--- src/rtl/conv1_pool_stage_if.sv ---
// Stream bundle for conv1_pool_stage: int32 input beats in, tagged int16 pooled values out.
// The slave modport is the pooling stage. The master modport is whoever feeds and drains it.
interface conv1_pool_stage_if;
    logic        s_valid;
    logic        s_ready;
    logic [31:0] s_data;
    logic        m_valid;
    logic        m_ready;
    logic [15:0] m_data;
    logic [5:0]  m_ch;
    logic [4:0]  m_row;
    logic [4:0]  m_col;

    modport master (
        output s_valid, s_data, m_ready,
        input  s_ready, m_valid, m_data, m_ch, m_row, m_col
    );

    modport slave (
        input  s_valid, s_data, m_ready,
        output s_ready, m_valid, m_data, m_ch, m_row, m_col
    );
endinterface

--- src/rtl/conv1_pool_stage.sv ---
// conv1 post-processing: requantize int32->int16 (round, saturate), ReLU, 3x3/s2/pad1 max pool.
// Optional saturation counter port sat_cnt is enabled by defining CONV1_POOL_SATCNT_EN.
module conv1_pool_stage #(
    parameter int CH    = 64,
    parameter int H_IN  = 56,
    parameter int W_IN  = 56,
    parameter int SHIFT = 8
) (
    input  logic              clk,
    input  logic              rst,
    input  logic              start,
    conv1_pool_stage_if.slave bus,
    output logic              busy,
    output logic              done
`ifdef CONV1_POOL_SATCNT_EN
    ,
    output logic [31:0]       sat_cnt
`endif
);
    localparam int XW   = $clog2(W_IN);
    localparam int RW   = $clog2(H_IN);
    localparam int CW   = (CH > 1) ? $clog2(CH) : 1;
    localparam int OW   = XW - 1;
    localparam int HALF = W_IN / 2;
    localparam logic signed [32:0] RND = 33'sd1 <<< (SHIFT - 1);

    typedef enum logic [1:0] {IDLE, RUN, DRAIN, DONE} state_t;

    state_t        state_reg;
    logic [XW-1:0] x_reg;
    logic [RW-1:0] r_reg;
    logic [CW-1:0] c_reg;
    logic [15:0]   p1_reg;
    logic [15:0]   p2_reg;
    logic          m_valid_reg;
    logic [15:0]   m_data_reg;
    logic [5:0]    m_ch_reg;
    logic [4:0]    m_row_reg;
    logic [4:0]    m_col_reg;

    logic [15:0]   carry_mem [HALF];
    logic [15:0]   acc_mem   [HALF];

    logic                 s_ready_w;
    logic                 accept;
    logic                 emit;
    logic                 last_x;
    logic                 last_r;
    logic                 last_c;
    logic signed [32:0]   sum_w;
    logic signed [32:0]   shr_w;
    logic                 clamp_hi;
    logic                 clamp_lo;
    logic [15:0]          q;
    logic [15:0]          v;
    logic [15:0]          h;
    logic [15:0]          carry_eff;
    logic [15:0]          acc_next;
    logic [15:0]          pool;
    logic [OW-1:0]        ox;

    function automatic logic [15:0] max16(input logic [15:0] a, input logic [15:0] b);
        return (a > b) ? a : b;
    endfunction

    assign s_ready_w = (state_reg == RUN) && (!m_valid_reg || bus.m_ready);
    assign accept    = bus.s_valid && s_ready_w;
    assign last_x    = (x_reg == XW'(W_IN - 1));
    assign last_r    = (r_reg == RW'(H_IN - 1));
    assign last_c    = (c_reg == CW'(CH - 1));
    assign emit      = accept && x_reg[0] && r_reg[0];
    assign ox        = x_reg[XW-1:1];

    always_comb begin
        sum_w    = $signed({bus.s_data[31], bus.s_data}) + RND;
        shr_w    = sum_w >>> SHIFT;
        clamp_hi = (shr_w > 33'sd32767);
        clamp_lo = (shr_w < -33'sd32768);
        if (clamp_hi)
            q = 16'h7FFF;
        else if (clamp_lo)
            q = 16'h8000;
        else
            q = shr_w[15:0];
        v = q[15] ? 16'd0 : q;
        // On odd x, p1/p2 hold columns x-1 and x-2 (p2 already zeroed for the left pad).
        h         = max16(max16(p1_reg, p2_reg), v);
        // Row 0 of every channel ignores carry, which hides the previous channel's last row.
        carry_eff = (r_reg == '0) ? 16'd0 : carry_mem[ox];
        acc_next  = max16(carry_eff, h);
        pool      = max16(acc_mem[ox], h);
    end

    // Half-row buffers: even rows build acc, odd rows emit and leave their h as next carry.
    always_ff @(posedge clk) begin
        if (accept && x_reg[0]) begin
            if (r_reg[0])
                carry_mem[ox] <= h;
            else
                acc_mem[ox] <= acc_next;
        end
    end

    always_ff @(posedge clk or posedge rst) begin
        if (rst) begin
            state_reg   <= IDLE;
            x_reg       <= '0;
            r_reg       <= '0;
            c_reg       <= '0;
            p1_reg      <= '0;
            p2_reg      <= '0;
            m_valid_reg <= 1'b0;
            m_data_reg  <= '0;
            m_ch_reg    <= '0;
            m_row_reg   <= '0;
            m_col_reg   <= '0;
        end else begin
            if (emit) begin
                m_valid_reg <= 1'b1;
                m_data_reg  <= pool;
                m_ch_reg    <= 6'(c_reg);
                m_row_reg   <= 5'(r_reg >> 1);
                m_col_reg   <= 5'(ox);
            end else if (m_valid_reg && bus.m_ready) begin
                m_valid_reg <= 1'b0;
                m_data_reg  <= '0;
                m_ch_reg    <= '0;
                m_row_reg   <= '0;
                m_col_reg   <= '0;
            end

            case (state_reg)
                IDLE: begin
                    if (start) begin
                        state_reg <= RUN;
                        x_reg     <= '0;
                        r_reg     <= '0;
                        c_reg     <= '0;
                        p1_reg    <= '0;
                        p2_reg    <= '0;
                    end
                end
                RUN: begin
                    if (accept) begin
                        p1_reg <= v;
                        p2_reg <= (x_reg == '0) ? 16'd0 : p1_reg;
                        if (last_x) begin
                            x_reg <= '0;
                            if (last_r) begin
                                r_reg <= '0;
                                c_reg <= c_reg + 1'b1;
                                if (last_c)
                                    state_reg <= DRAIN;
                            end else begin
                                r_reg <= r_reg + 1'b1;
                            end
                        end else begin
                            x_reg <= x_reg + 1'b1;
                        end
                    end
                end
                DRAIN: begin
                    if (m_valid_reg && bus.m_ready)
                        state_reg <= DONE;
                end
                DONE: begin
                    state_reg <= IDLE;
                end
                default: begin
                    state_reg <= IDLE;
                end
            endcase
        end
    end

`ifdef CONV1_POOL_SATCNT_EN
    always_ff @(posedge clk or posedge rst) begin
        if (rst)
            sat_cnt <= '0;
        else if (state_reg == IDLE && start)
            sat_cnt <= '0;
        else if (accept && (clamp_hi || clamp_lo) && (sat_cnt != 32'hFFFF_FFFF))
            sat_cnt <= sat_cnt + 32'd1;
    end
`endif

    assign bus.s_ready = s_ready_w;
    assign bus.m_valid = m_valid_reg;
    assign bus.m_data  = m_data_reg;
    assign bus.m_ch    = m_ch_reg;
    assign bus.m_row   = m_row_reg;
    assign bus.m_col   = m_col_reg;
    assign busy        = (state_reg == RUN) || (state_reg == DRAIN);
    assign done        = (state_reg == DONE);
endmodule

--- src/flat_wrapper.sv ---
// flat-port wrapper written by rule: the top's interface ports become plain ports
module conv1_pool_stage_flat 
#(
    parameter int CH    = 64,
    parameter int H_IN  = 56,
    parameter int W_IN  = 56,
    parameter int SHIFT = 8
)
  (clk, rst, start, busy, done, bus_s_valid, bus_s_data, bus_m_ready, bus_s_ready, bus_m_valid, bus_m_data, bus_m_ch, bus_m_row, bus_m_col);
  conv1_pool_stage_if bus_i ();
  input  logic clk;
  input  logic rst;
  input  logic start;
  output logic busy;
  output logic done;
  input wire logic [$bits(bus_i.s_valid)-1:0] bus_s_valid;
  input wire logic [$bits(bus_i.s_data)-1:0] bus_s_data;
  input wire logic [$bits(bus_i.m_ready)-1:0] bus_m_ready;
  output wire logic [$bits(bus_i.s_ready)-1:0] bus_s_ready;
  output wire logic [$bits(bus_i.m_valid)-1:0] bus_m_valid;
  output wire logic [$bits(bus_i.m_data)-1:0] bus_m_data;
  output wire logic [$bits(bus_i.m_ch)-1:0] bus_m_ch;
  output wire logic [$bits(bus_i.m_row)-1:0] bus_m_row;
  output wire logic [$bits(bus_i.m_col)-1:0] bus_m_col;
  assign bus_i.s_valid = bus_s_valid;
  assign bus_i.s_data = bus_s_data;
  assign bus_i.m_ready = bus_m_ready;
  assign bus_s_ready = bus_i.s_ready;
  assign bus_m_valid = bus_i.m_valid;
  assign bus_m_data = bus_i.m_data;
  assign bus_m_ch = bus_i.m_ch;
  assign bus_m_row = bus_i.m_row;
  assign bus_m_col = bus_i.m_col;
  conv1_pool_stage #(.CH(CH), .H_IN(H_IN), .W_IN(W_IN), .SHIFT(SHIFT)) u_core (.clk(clk), .rst(rst), .start(start), .bus(bus_i), .busy(busy), .done(done));
endmodule
--- config.mk ---
export PLATFORM = sky130hd
export DESIGN_NAME = conv1_pool_stage_flat
export DESIGN_NICKNAME = d
export VERILOG_FILES = /design/src/rtl/conv1_pool_stage_if.sv /design/src/rtl/conv1_pool_stage.sv /design/src/flat_wrapper.sv
export SDC_FILE = /design/constraint.sdc
export NUM_CORES = 1
export LEC_CHECK = 0
export CELL_PAD_IN_SITES_DETAIL_PLACEMENT = 1
export CELL_PAD_IN_SITES_GLOBAL_PLACEMENT = 2
export CORE_MARGIN = 3
export CORE_UTILIZATION = 48
export CTS_CLUSTER_DIAMETER = 200
export DETAILED_ROUTE_END_ITERATION = 16
export PLACE_DENSITY = 0.84
export SYNTH_ARGS = -nofsm -noshare
export SYNTH_HDL_FRONTEND = slang
export SYNTH_SLANG_ARGS = --single-unit
--- constraint.sdc ---
create_clock -name clk -period 10.15 [get_ports clk]
set_clock_uncertainty 0.2 [all_clocks]
set_input_delay 2.03 -clock clk [delete_from_list [all_inputs] [get_ports clk]]
set_output_delay 2.03 -clock clk [all_outputs]
set_load 0.02 [all_outputs]
# --- Word-level counts from Yosys, hierarchy flattened ---
# Memory sizes are Yosys's and may differ from the RTL's.
# Cells that the tools add are included.
word_totals:
  regBits: 85
  mem_bits_rw: 896
  out_inout_bits: 36
  elab_cells: 100
  n_memories: 2
mem_list:
  columns: ["memory", "depth", "word_bits", "read_ports", "rd_clocked_by_memory_dff", "write_ports", "line_no", "text"]
  rows:
  - ["u_core.acc_mem", 28, 16, 1, 0, 1, "conv1_pool_stage.sv:42", "logic [15:0] acc_mem [HALF];"]
  - ["u_core.carry_mem", 28, 16, 1, 0, 1, "conv1_pool_stage.sv:41", "logic [15:0] carry_mem [HALF];"]
op_classes:
  n_addsub: 4
  magnitude_cmp: 6
  n_eq_ne: 12
  n_mux: 48
  n_reduce_logical: 17
op_table:
  columns: ["cell", "count"]
  rows:
  - ["$mux 16", 13]
  - ["$mux 6", 11]
  - ["$gt 16x16->1", 4]
  - ["$pmux 16 s2", 2]
  - ["$pmux 6 s2", 3]
  - ["$add 32x9->33 const B", 1]
  - ["$gt 25x16->1 const B", 1]
  - ["$lt 25x16->1 const B", 1]
  - ["$add 6x1->6 const B", 3]
  - ["$eq 6x6->1 const B", 3]
  - ["$mux 15", 1]
  - ["$mux 5", 3]
  - ["$logic_not 6->1", 2]
  - ["$mux 2", 6]
  - ["$ne 2x1->1 const B", 5]
  - ["$mux 1", 8]
  - ["$pmux 2 s4", 1]
  - ["$reduce_and 6->1", 1]
  - ["$logic_and 1x1->1", 5]
  - ["$reduce_and 5->1", 1]
  - ["$eq 2x2->1 const B", 2]
  - ["$reduce_and 4->1", 1]
  - ["$reduce_bool 2->1", 2]
  - ["$reduce_and 3->1", 1]
  - ["5 further kinds", 6]

# --- Depth between registers and ports, before layout ---
# Gate-level depths: netlist (run 1).
logic_depth:
  ltp_word: 10
  depth_mapped: 33
  ltp_nobuf: 29

# --- Least setup slack after synthesis (run 1) ---
# OpenSTA, ideal clock, no wires.
synth_path:
  kind: "input-to-reg"
  startpoint: "input bus_s_data[7]"
  endpoint: "memory u_core.acc_mem[0][12], data pin"
  setup_ns: 0.363
  arrival_time_ns: 9.800
  t_required_ns: 9.587
  path_slack_ns: -0.213
  path_stages: 31
  path_buffers: 3
  cell_sequence: "ha_1 > nand4_1 > nor4_4 > a311oi_1 > a41o_1 > o21a_1 > a21bo_2 > buf_2 > a21boi_0 > ha_1 > and3_1 > a221o_1 > a31oi_1 > nor4b_2 > or2_2 > clkbuf_1 > nor2_1 > a21oi_1 > inv_1 > ha_1 > a21o_1 > a21o_1 > a21o_1 > a21oi_1 > o21ai_0 > a211o_1 > a2111o_1 > mux2i_1 > a211oi_4 > buf_6 > mux2i_1"
synth_between:
  elab_chain_cells: 9
  elab_cells_between_ends: 10
  cone_classes: "add/sub: 1; order compare: 4; mux: 5"
synth_rtl:
  columns: ["element", "line_no", "text"]
  rows:
  - ["start: declaration", "flat_wrapper.sv:17", "input wire logic [$bits(bus_i.s_data)-1:0] bus_s_data;"]
  - ["$add 32x9->33 *", "conv1_pool_stage.sv:75", "sum_w = $signed({bus.s_data[31], bus.s_data}) + RND;"]
  - ["$lt 25x16->1", "conv1_pool_stage.sv:78", "clamp_lo = (shr_w < -33'sd32768);"]
  - ["$mux 16", "conv1_pool_stage.sv:81", "else if (clamp_lo)"]
  - ["$mux 16 *", "conv1_pool_stage.sv:79", "if (clamp_hi)"]
  - ["$mux 15 *", "conv1_pool_stage.sv:85", "v = q[15] ? 16'd0 : q;"]
  - ["$gt 16x16->1", "conv1_pool_stage.sv:63", "return (a > b) ? a : b;"]
  - ["$mux 16 *", "conv1_pool_stage.sv:63", null]
  - ["named net u_core.h[9]", "conv1_pool_stage.sv:56", "logic [15:0] h;"]
  - ["$gt 16x16->1 *", "conv1_pool_stage.sv:63", null]
  - ["$mux 16 *", "conv1_pool_stage.sv:63", null]
  - ["named net u_core.acc_next[12]", "conv1_pool_stage.sv:58", "logic [15:0] acc_next;"]
  - ["end: declaration", "conv1_pool_stage.sv:42", null]
# Mark *: on every way through the listed nets, which the timed path passes. The rest lies on a longest branch.

# --- Final worst setup path (run 1) ---
layout_path:
  startpoint: "input bus_s_data[7]"
  endpoint: "memory u_core.acc_mem[16][2], data pin"
# Same word-level chain as after synthesis.

==> key figures, run 1 <==
Clock network
  – CTS HTree Levels: 3
  – Worst-path clk slew: about 0.06 ns
  – CTS tree: yes
  – Longest Clk Path Bufs: 3
  – Root Buffer Master: clkbuf_16
  – Clock Sinks: approximately 920
  – Clk_lat worst skew: around 0.66 ns
  – CTS Buf Count: 90
  – Postcts setup bufs: 0

Logic synthesis
  – Cell count after synthesis: ~2200
  – Syn Nets: approximately 2300
  – Seq/Total Area, Yosys: a little under three quarters
  – Synth top area cells: edfxtp_1, mux4_2, dfrtp_1, ha_1, nand2_1
  – Library cells used by synthesis: 91
  – Syn. warnings: 0
  – Synth Flop Type: edfxtp_1
  – Post-synth EDFFs: 840
  – #FFs+latches synth: slightly above 900
  – Synth top area share: between 60% and 70%
  – Post-synth ARST share: 8.894%
  – Avg Cell Area, Syn: roughly 17 sq um
  – Synth area leader: edfxtp_1
  – Mapped Area: approximately 38000 sq um
  – Commonest cells post-synth: edfxtp_1, mux4_2, nand2_1
  – Most instantiated library cell after synthesis: edfxtp_1

Job
  – Max Cap Violations: 0

Drt
  – Wirelength per Cell: 30.56 um
  – DRC: 0
  – Antenna viol nets, final: 0
  – Vias per cell: ~6.3
  – Initial drt markers: 2575
  – WL final: 107000 um
  – DR vias: roughly 22000
  – Iteration count of the initial detailed-routing pass: 5

Global route
  – Initial antenna violation count: 1
  – Vias in the first global route: 23356
  – First-pass GRT wire length: 158500 um
  – GRT Residual Overflow: 0
  – Largest net degree at the start of global routing: around 110
  – Global-route usage over all layers: between 20% and 30%

Setup path
  – Crit. End Element: flip-flop
  – Crit-path max FO: 28
  – Worst path max stage delay: around 0.62 ns
  – CP max stage cell: mux2_2
  – Worst Path Arrival: roughly 9.6 ns
  – Data required, critical path: about 10 ns
  – Cells on worst reg2reg path: 27
  – R2r endpoint: u_core.acc_mem[16][2]
  – Critical Path Start: bus_s_data[7]
  – Setup Crit Path Kind: input pin to flip-flop
  – R2R Setup Slk: 1.54 ns
  – Worst r2r src: u_core.p1_reg[7]
  – Crit path launch type: input pin

STA
  – Slew Limit Fails: 0
  – Slew HR: 12.41%
  – Final WS setup: 0.6735 ns
  – Tcrit/Tclk final: 93.36%
  – RSZ-0062 raised after global routing: false
  – Max frequency: 105.5 MHz
  – Final Hold Vio Count: 0
  – Final setup fails: 0
  – Slew @ Worst Pin: around 1.3 ns
  – Min cycle time layout: about 9.5 ns

Floorplan
  – Core area: just under 80000 sq um
  – Die X: between 200 and 300 um
  – IO Pins: between 70 and 80
  – Die area: about 84000 sq um
  – Die height: ~290 um
  – FP Rows: around 100
  – Initial Util: approximately half

Layout
  – Layout area overhead: 14.02%
  – Share of cells above drive strength 1: a little over a fifth
  – Final instance area: 43890 sq um
  – Top flop regs: u_core.acc_mem x420, u_core.carry_mem x420
  – Final nets: 2479

Worst hold path
  – HP Class: flip-flop to flip-flop
  – Hold path depth: 2
  – Hold path start: u_core.bus.m_col[1]
  – WHS Endpoint: u_core.bus.m_col[1]

Placement
  – DP HPWL: 67500 um
  – Input/output buffers: between 60 and 70
  – Placed Instance Area: ~41000 sq um
  – GPL Wtd Cong: approximately 0.85
  – Dpl ws: -0.1044 ns

Power and ir drop
  – Lkg Pwr: between 10 and 15 nW
  – Max VDD drop: around 190 uV
  – Pwr Density: ~230 nW/um^2

Outcome
  – Status: completed
-- worst max path at each step --
stage | slack, ns | to
5_1_grt | 0.09 | u_core.acc_mem[17][2]
2_1_floorplan | 0.03 | u_core.acc_mem[0][12]
6_report | 0.67 | u_core.acc_mem[16][2]
3_3_place_gp | 0.1 | u_core.acc_mem[2][6]
3_5_place_dp | -0.10 | u_core.acc_mem[2][6]
4_1_cts | 0.54 | u_core.acc_mem[1][6]
-- routing by layer --
| layer | GRT usage, % | vias up | routed length, um |
|---|---|---|---|
| li1 | - | 9251 | - |
| met1 | 35.81 | 11628 | 42340 |
| met2 | 42.68 | 1078 | 52600 |
| met3 | 4.367 | 192 | 8836 |
| met4 | 8.480 | 0 | 3186 |
| met5 | 0 | - | 0 |
-- where the power goes --
part / total [mW] / internal [mW] / switching [mW]
clock network: 3.34 / 1.92 / 1.42
logic: 2.16 / 0.793 / 1.36
registers: 4.44 / 4.37 / 0.0699
total: 9.94 / 7.08 / 2.86
-- critical path, delay by kind of cell --
family	cells	cell delay (ns)
AO/OA/AOI/OAI	14	3.21
adder cells (fa/ha/maj)	3	0.89
buffers and inverters	4	1.00
multiplexers	2	0.89
AND/OR/NAND/NOR	8	1.60
-- area by class of cell --
class	count	area (sq um)
Inverter	51	192.7
Fill cell	7179	35370
Tap cell	1050	1314
Clock inverter	53	530.5
Timing Repair Buffer	184	1579
Sequential cell	922	27290
Antenna cell	1	2.502
Clock buffer	113	2402
Multi-Input combinational cell	1126	10580
-- kinds of logic (layout without fill, tap and decap cells) --
logic type	Yosys count	after routing	synth area share [%]
other	1	2	0.009742
flip-flops	922	922	70.86
AND/OR/NAND/NOR	456	456	5.448
adder cells (fa/ha/maj)	67	67	2.178
AO/OA/AOI/OAI	343	343	6.098
multiplexers	240	240	13.16
buffers and inverters	161	401	1.811
XOR/XNOR	19	19	0.4323
-- cells in the final DEF (no fill, tap or decap), types with 10 or more instances in the layout --
master           Yosys  routed
a22oi_1             10      10
nor3_1              15      15
dfrtp_1             82      78
nand2_1            172     172
a21o_1              15      15
a21oi_1             60      53
o21ai_0             88      86
nand3_1             40      40
a22o_1              12      12
xnor2_1             11      11
a21boi_0            14      14
clkbuf_16            0      93
clkbuf_1            52      20
clkinv_2             0      16
buf_4               11     117
clkinv_1             1      19
edfxtp_1           840     840
clkdlybuf4s50_1      0      64
inv_1               48      47
a221oi_1            11      11
ha_1                67      67
mux2_2               9      12
and3_1              21      21
nand4_1             29      29
mux4_2             211     211
o22ai_1             33      33
nor2_1             134     130
a31oi_1             14      13
-- per-stage QoR --
| step | setup TNS [ns] | instances | utilization, % | power (mW) | hold slack, ns |
|---|---|---|---|---|---|
| 2_1_floorplan | 0 | 2209 | - | 5.919 | 0.2828 |
| 3_3_place_gp | 0 | 3333 | 51.67 | 6.582 | 0.2625 |
| 3_5_place_dp | -5.786 | 3333 | 51.67 | 6.672 | 0.2723 |
| 4_1_cts | 0 | 3499 | 55.37 | 9.991 | 0.2855 |
| 5_1_grt | 0 | 3499 | 55.37 | 10.35 | 0.3230 |
| 6_report | 0 | 3500 | 55.38 | 9.938 | 0.2800 |
-- repair_timing --
item / CTS / global route
gates resized for setup: 0 / 3
setup endpoints to repair: 0 / 67
hold buffers: 0 / 0
(Power assumes the default switching activity.)
==> run 2: changes to the inputs <==
CAP_MARGIN = 0   (was unset)
==> results of run 2 <==
Final layout, timing and power as in run 1 (identical DEF).
==> run 3: changes to the inputs <==
ABC_AREA = 1   (was unset)
CORE_UTILIZATION = 44   (was 48)
PLACE_DENSITY = 0.83   (was 0.84)
REMOVE_ABC_BUFFERS = 1   (was unset)
TNS_END_PERCENT = 5   (was unset)
==> run 3 against run 2 <==
  * Die area up 6.9%
  * Sequential share of layout area up 0.44 points
  * Final cell count up 20%
  * Highest routed layer is now met5
  * Via count up 15%
==> key figures, run 3 <==
Global route
  – Global-route usage over all layers: 24.59% (was 26.01%)
  – First-pass GRT wire length: 167600 um (was 158500 um)
  – Vias in the first global route: 26506 (was 23356)
  – Initial antenna violation count: 1 (unchanged)
  – GRT Residual Overflow: 0 (unchanged)
  – Largest net degree at the start of global routing: 118 (was 112)

Logic synthesis
  – Post-synth ARST share: 8.894% (unchanged)
  – Commonest cells post-synth: edfxtp_1, nand3_1, nand2_1 (was edfxtp_1, mux4_2, nand2_1)
  – Synth top area cells: edfxtp_1, dfrtp_1, nand3_1, o22ai_1, nand2_1 (was edfxtp_1, mux4_2, dfrtp_1, ha_1, nand2_1)
  – Library cells used by synthesis: 56 (was 91)
  – Synth top area share: 66.75% (was 65.53%)
  – Synth area leader: edfxtp_1 (unchanged)
  – Post-synth EDFFs: 840 (unchanged)
  – #FFs+latches synth: 922 (unchanged)
  – Syn. warnings: 0 (unchanged)
  – Avg Cell Area, Syn: 13.07 sq um (was 17.43 sq um)
  – Most instantiated library cell after synthesis: edfxtp_1 (unchanged)
  – Seq/Total Area, Yosys: 72.18% (was 70.86%)
  – Synth Flop Type: edfxtp_1 (unchanged)
  – Mapped Area: 37790 sq um (was 38490 sq um)
  – Cell count after synthesis: 2892 (was 2209)

STA
  – RSZ-0062 raised after global routing: false (unchanged)
  – Min cycle time layout: 9.024 ns (was 9.476 ns)
  – Tcrit/Tclk final: 88.90% (was 93.36%)
  – Final Hold Vio Count: 0 (unchanged)
  – Slew @ Worst Pin: 1.348 ns (was 1.312 ns)
  – Max frequency: 110.8 MHz (was 105.5 MHz)
  – Final setup fails: 0 (unchanged)
  – Final WS setup: 1.126 ns (was 0.6735 ns)
  – Slew HR: 9.279% (was 12.41%)
  – Slew Limit Fails: 0 (unchanged)

Setup path
  – CP max stage cell: nand2_1 (was mux2_2)
  – Worst Path Arrival: 9.12 ns (was 9.62 ns)
  – Crit path launch type: input pin (unchanged)
  – CP delay by family, top: simple AND/OR/NAND/NOR gates (was compound AO/OA/AOI/OAI gates)
  – CP dominant cell by count: nand2_1
  – Crit. End Element: flip-flop (unchanged)
  – Worst path max stage delay: 0.76 ns (was 0.62 ns)
  – Crit-path max FO: 28 (unchanged)
  – Worst Path Buf+Inv: 4 (unchanged)
  – Data required, critical path: 10.24 ns (was 10.30 ns)
  – Setup Crit Path Kind: input pin to flip-flop (unchanged)

Layout
  – Most common cell after layout, fill and taps aside: edfxtp_1 (unchanged)
  – Final instance area: 43580 sq um (was 43890 sq um)
  – Antenna cells: 0 (was 1)
  – Final nets: 3075 (was 2479)
  – Layout Utilization: 51.66% (was 55.38%)
  – Layout area overhead: 15.32% (was 14.02%)
  – Most frequent cells in the layout: edfxtp_1, nand3_1, nand2_1 (was edfxtp_1, mux4_2, nand2_1)
  – Final std cells w/o fill: 4186 (was 3500)
  – Share of cells above drive strength 1: 11.53% (was 21.19%)
  – Top flop regs: u_core.acc_mem x420, u_core.carry_mem x420 (unchanged)

Placement
  – Placed Instance Area: 40320 sq um (was 40960 sq um)
  – Placed insts: 4007 (was 3333)
  – Dpl ws: 0.4359 ns (was -0.1044 ns)
  – DP HPWL: 67890 um (was 67500 um)
  – GPL Wtd Cong: 0.8469 (was 0.8514)
  – Input/output buffers: 64 (unchanged)

Drt
  – Initial drt markers: 2885 (was 2575)
  – DR vias: 25490 (was 22149)
  – Antenna viol nets, final: 0 (unchanged)
  – Vias per cell: 6.089 (was 6.328)
  – Iteration count of the initial detailed-routing pass: 5 (unchanged)
  – Wirelength per Cell: 26.64 um (was 30.56 um)
  – WL final: 111500 um (was 107000 um)
  – DRC: 0 (unchanged)

Floorplan
  – FP Rows: 106 (was 103)
  – Die X: 299.1 um (was 289.2 um)
  – Die area: 89430 sq um (was 83630 sq um)
  – Initial Util: 44.80% (was 48.57%)
  – Die height: 299.1 um (was 289.2 um)
  – IO Pins: 73 (unchanged)
  – Core area: 84350 sq um (was 79260 sq um)

Power and ir drop
  – Lkg Pwr: 14.88 nW (was 14.44 nW)
  – Psw: 3.974 mW (was 2.856 mW)
  – Sw frac: 34.66% (was 28.74%)
  – Int Power: 7.492 mW (was 7.082 mW)
  – Sequential power share: 41.2% (was 44.7%)
  – Pwr Density: 263.1 nW/um^2 (was 226.4 nW/um^2)
  – Comb pwr share: 27.5% (was 21.7%)
  – Max VDD drop: 207.2 uV (was 189.6 uV)
  – Clock group share of total power: 31.3% (was 33.6%)

Clock network
  – CTS Hold Buffers Added: 0 (unchanged)
  – Clk_lat worst skew: 0.70 ns (was 0.66 ns)
  – Worst-path clk slew: 0.06 ns (about the same)
  – Root Buffer Master: clkbuf_16 (unchanged)
  – Postcts setup bufs: 0 (unchanged)
  – Clock Sinks: 922 (unchanged)
  – Cts repair resizes: 0 (unchanged)
  – CTS tree: yes (unchanged)
  – CTS HTree Levels: 3 (unchanged)
  – CTS Buf Count: 96 (was 90)
  – Longest Clk Path Bufs: 3 (unchanged)

Job
  – Max Cap Violations: 0 (unchanged)

Outcome
  – Status: completed (unchanged)

Worst hold path
  – HP Class: flip-flop to flip-flop (unchanged)
[run 3: cell types whose count changed after synthesis, sizes merged, moves of 50 or more]
cell	previous run	this run
nand2	172	342
nor3	16	84
mux4	211	0
clkbuf	52	113
a31oi	16	66
inv	50	144
nand3	41	362
a22oi	10	112
o22ai	33	223
o21ai	90	152
[run 3: kinds of logic (layout without fill, tap and decap cells)]
logic type	Yosys count	in the layout	synth area share, %
simple gates	929	929	11.45
flops	922	922	72.18
compound gates	639	639	10.47
buf+inv	320	480	3.328
fa+ha+maj	67	67	2.218
xor+xnor	14	14	0.3444
other cells	1	1	0.009924
[run 3: final timing paths]
check                                          to                 start  slack [ns]  depth (start not counted)
max                        u_core.acc_mem[25][10]         bus_s_data[7]        1.13                         33
min reg2reg                  u_core.bus.m_data[9]  u_core.bus.m_data[9]        0.28                          2
max reg2reg                u_core.acc_mem[25][10]     u_core.p2_reg[11]        2.27                         25
min                          u_core.bus.m_data[9]  u_core.bus.m_data[9]        0.28                          2
max in group asynchronous         u_core.x_reg[2]                   rst        7.07                          3
min in group asynchronous     u_core.state_reg[1]                   rst        1.84                          3
[run 3: routing by layer]
metal / share of wire, % / GRT usage, % / vias up
met5: 0.0072 / 0 / -
met4: 2.9 / 7.840 / 2
met3: 7.2 / 3.585 / 171
met2: 49 / 41.11 / 1004
met1: 41 / 33.35 / 13155
li1: - / - / 11158
[run 3: layout make-up]
type / instances / area, sq um
sequential: 922 / 27280
multi-input combinational: 1650 / 9708
clock inverter: 64 / 773.2
tap: 1134 / 1419
clock buffer: 115 / 2474
inverter: 146 / 556.8
timing repair buffer: 155 / 1361
fill: 8489 / 40780
[run 3: power groups by stage]
stage | sequential, mW | clock [mW] | combinational [mW]
final | 4.72 | 3.59 | 3.16
after global routing | 4.73 | 3.80 | 3.44
after global placement | 4.79 | 0 | 2.98
after floorplan | 4.88 | 0 | 1.67
after CTS | 4.72 | 3.63 | 3.13
after detailed placement | 4.80 | 0 | 3.11
[run 3: worst register-to-register path: stages (launching register included)]
cell,delay [ns]
dfrtp_1,0.37
inv_1,0.07
ha_1,0.33
a21oi_1,0.19
a21oi_1,0.10
nor3_1,0.27
nand2_1,0.17
nand2_1,0.70
o21ai_0,0.38
ha_1,0.38
nand2_1,0.06
nor2_1,0.12
nand4_1,0.13
o21ai_2,0.42
inv_1,0.46
nand2_1,0.19
a21boi_0,0.47
ha_1,0.25
nand2_1,0.07
inv_1,0.05
nand3_1,0.07
nor4_1,0.36
nand4_2,0.47
nand2_4,0.34
nand2_1,0.10
nand2_1,0.76
[run 3: stage by stage]
| stage | TNS, ns | power (mW) | hold WS (ns) |
|---|---|---|---|
| after floorplan | -1167.15 | 6.554 | 0.3001 |
| after global placement | 0 | 7.772 | 0.2630 |
| after detailed placement | 0 | 7.906 | 0.2670 |
| after CTS | 0 | 11.48 | 0.2834 |
| after global routing | 0 | 11.97 | 0.2961 |
| final | 0 | 11.47 | 0.2751 |
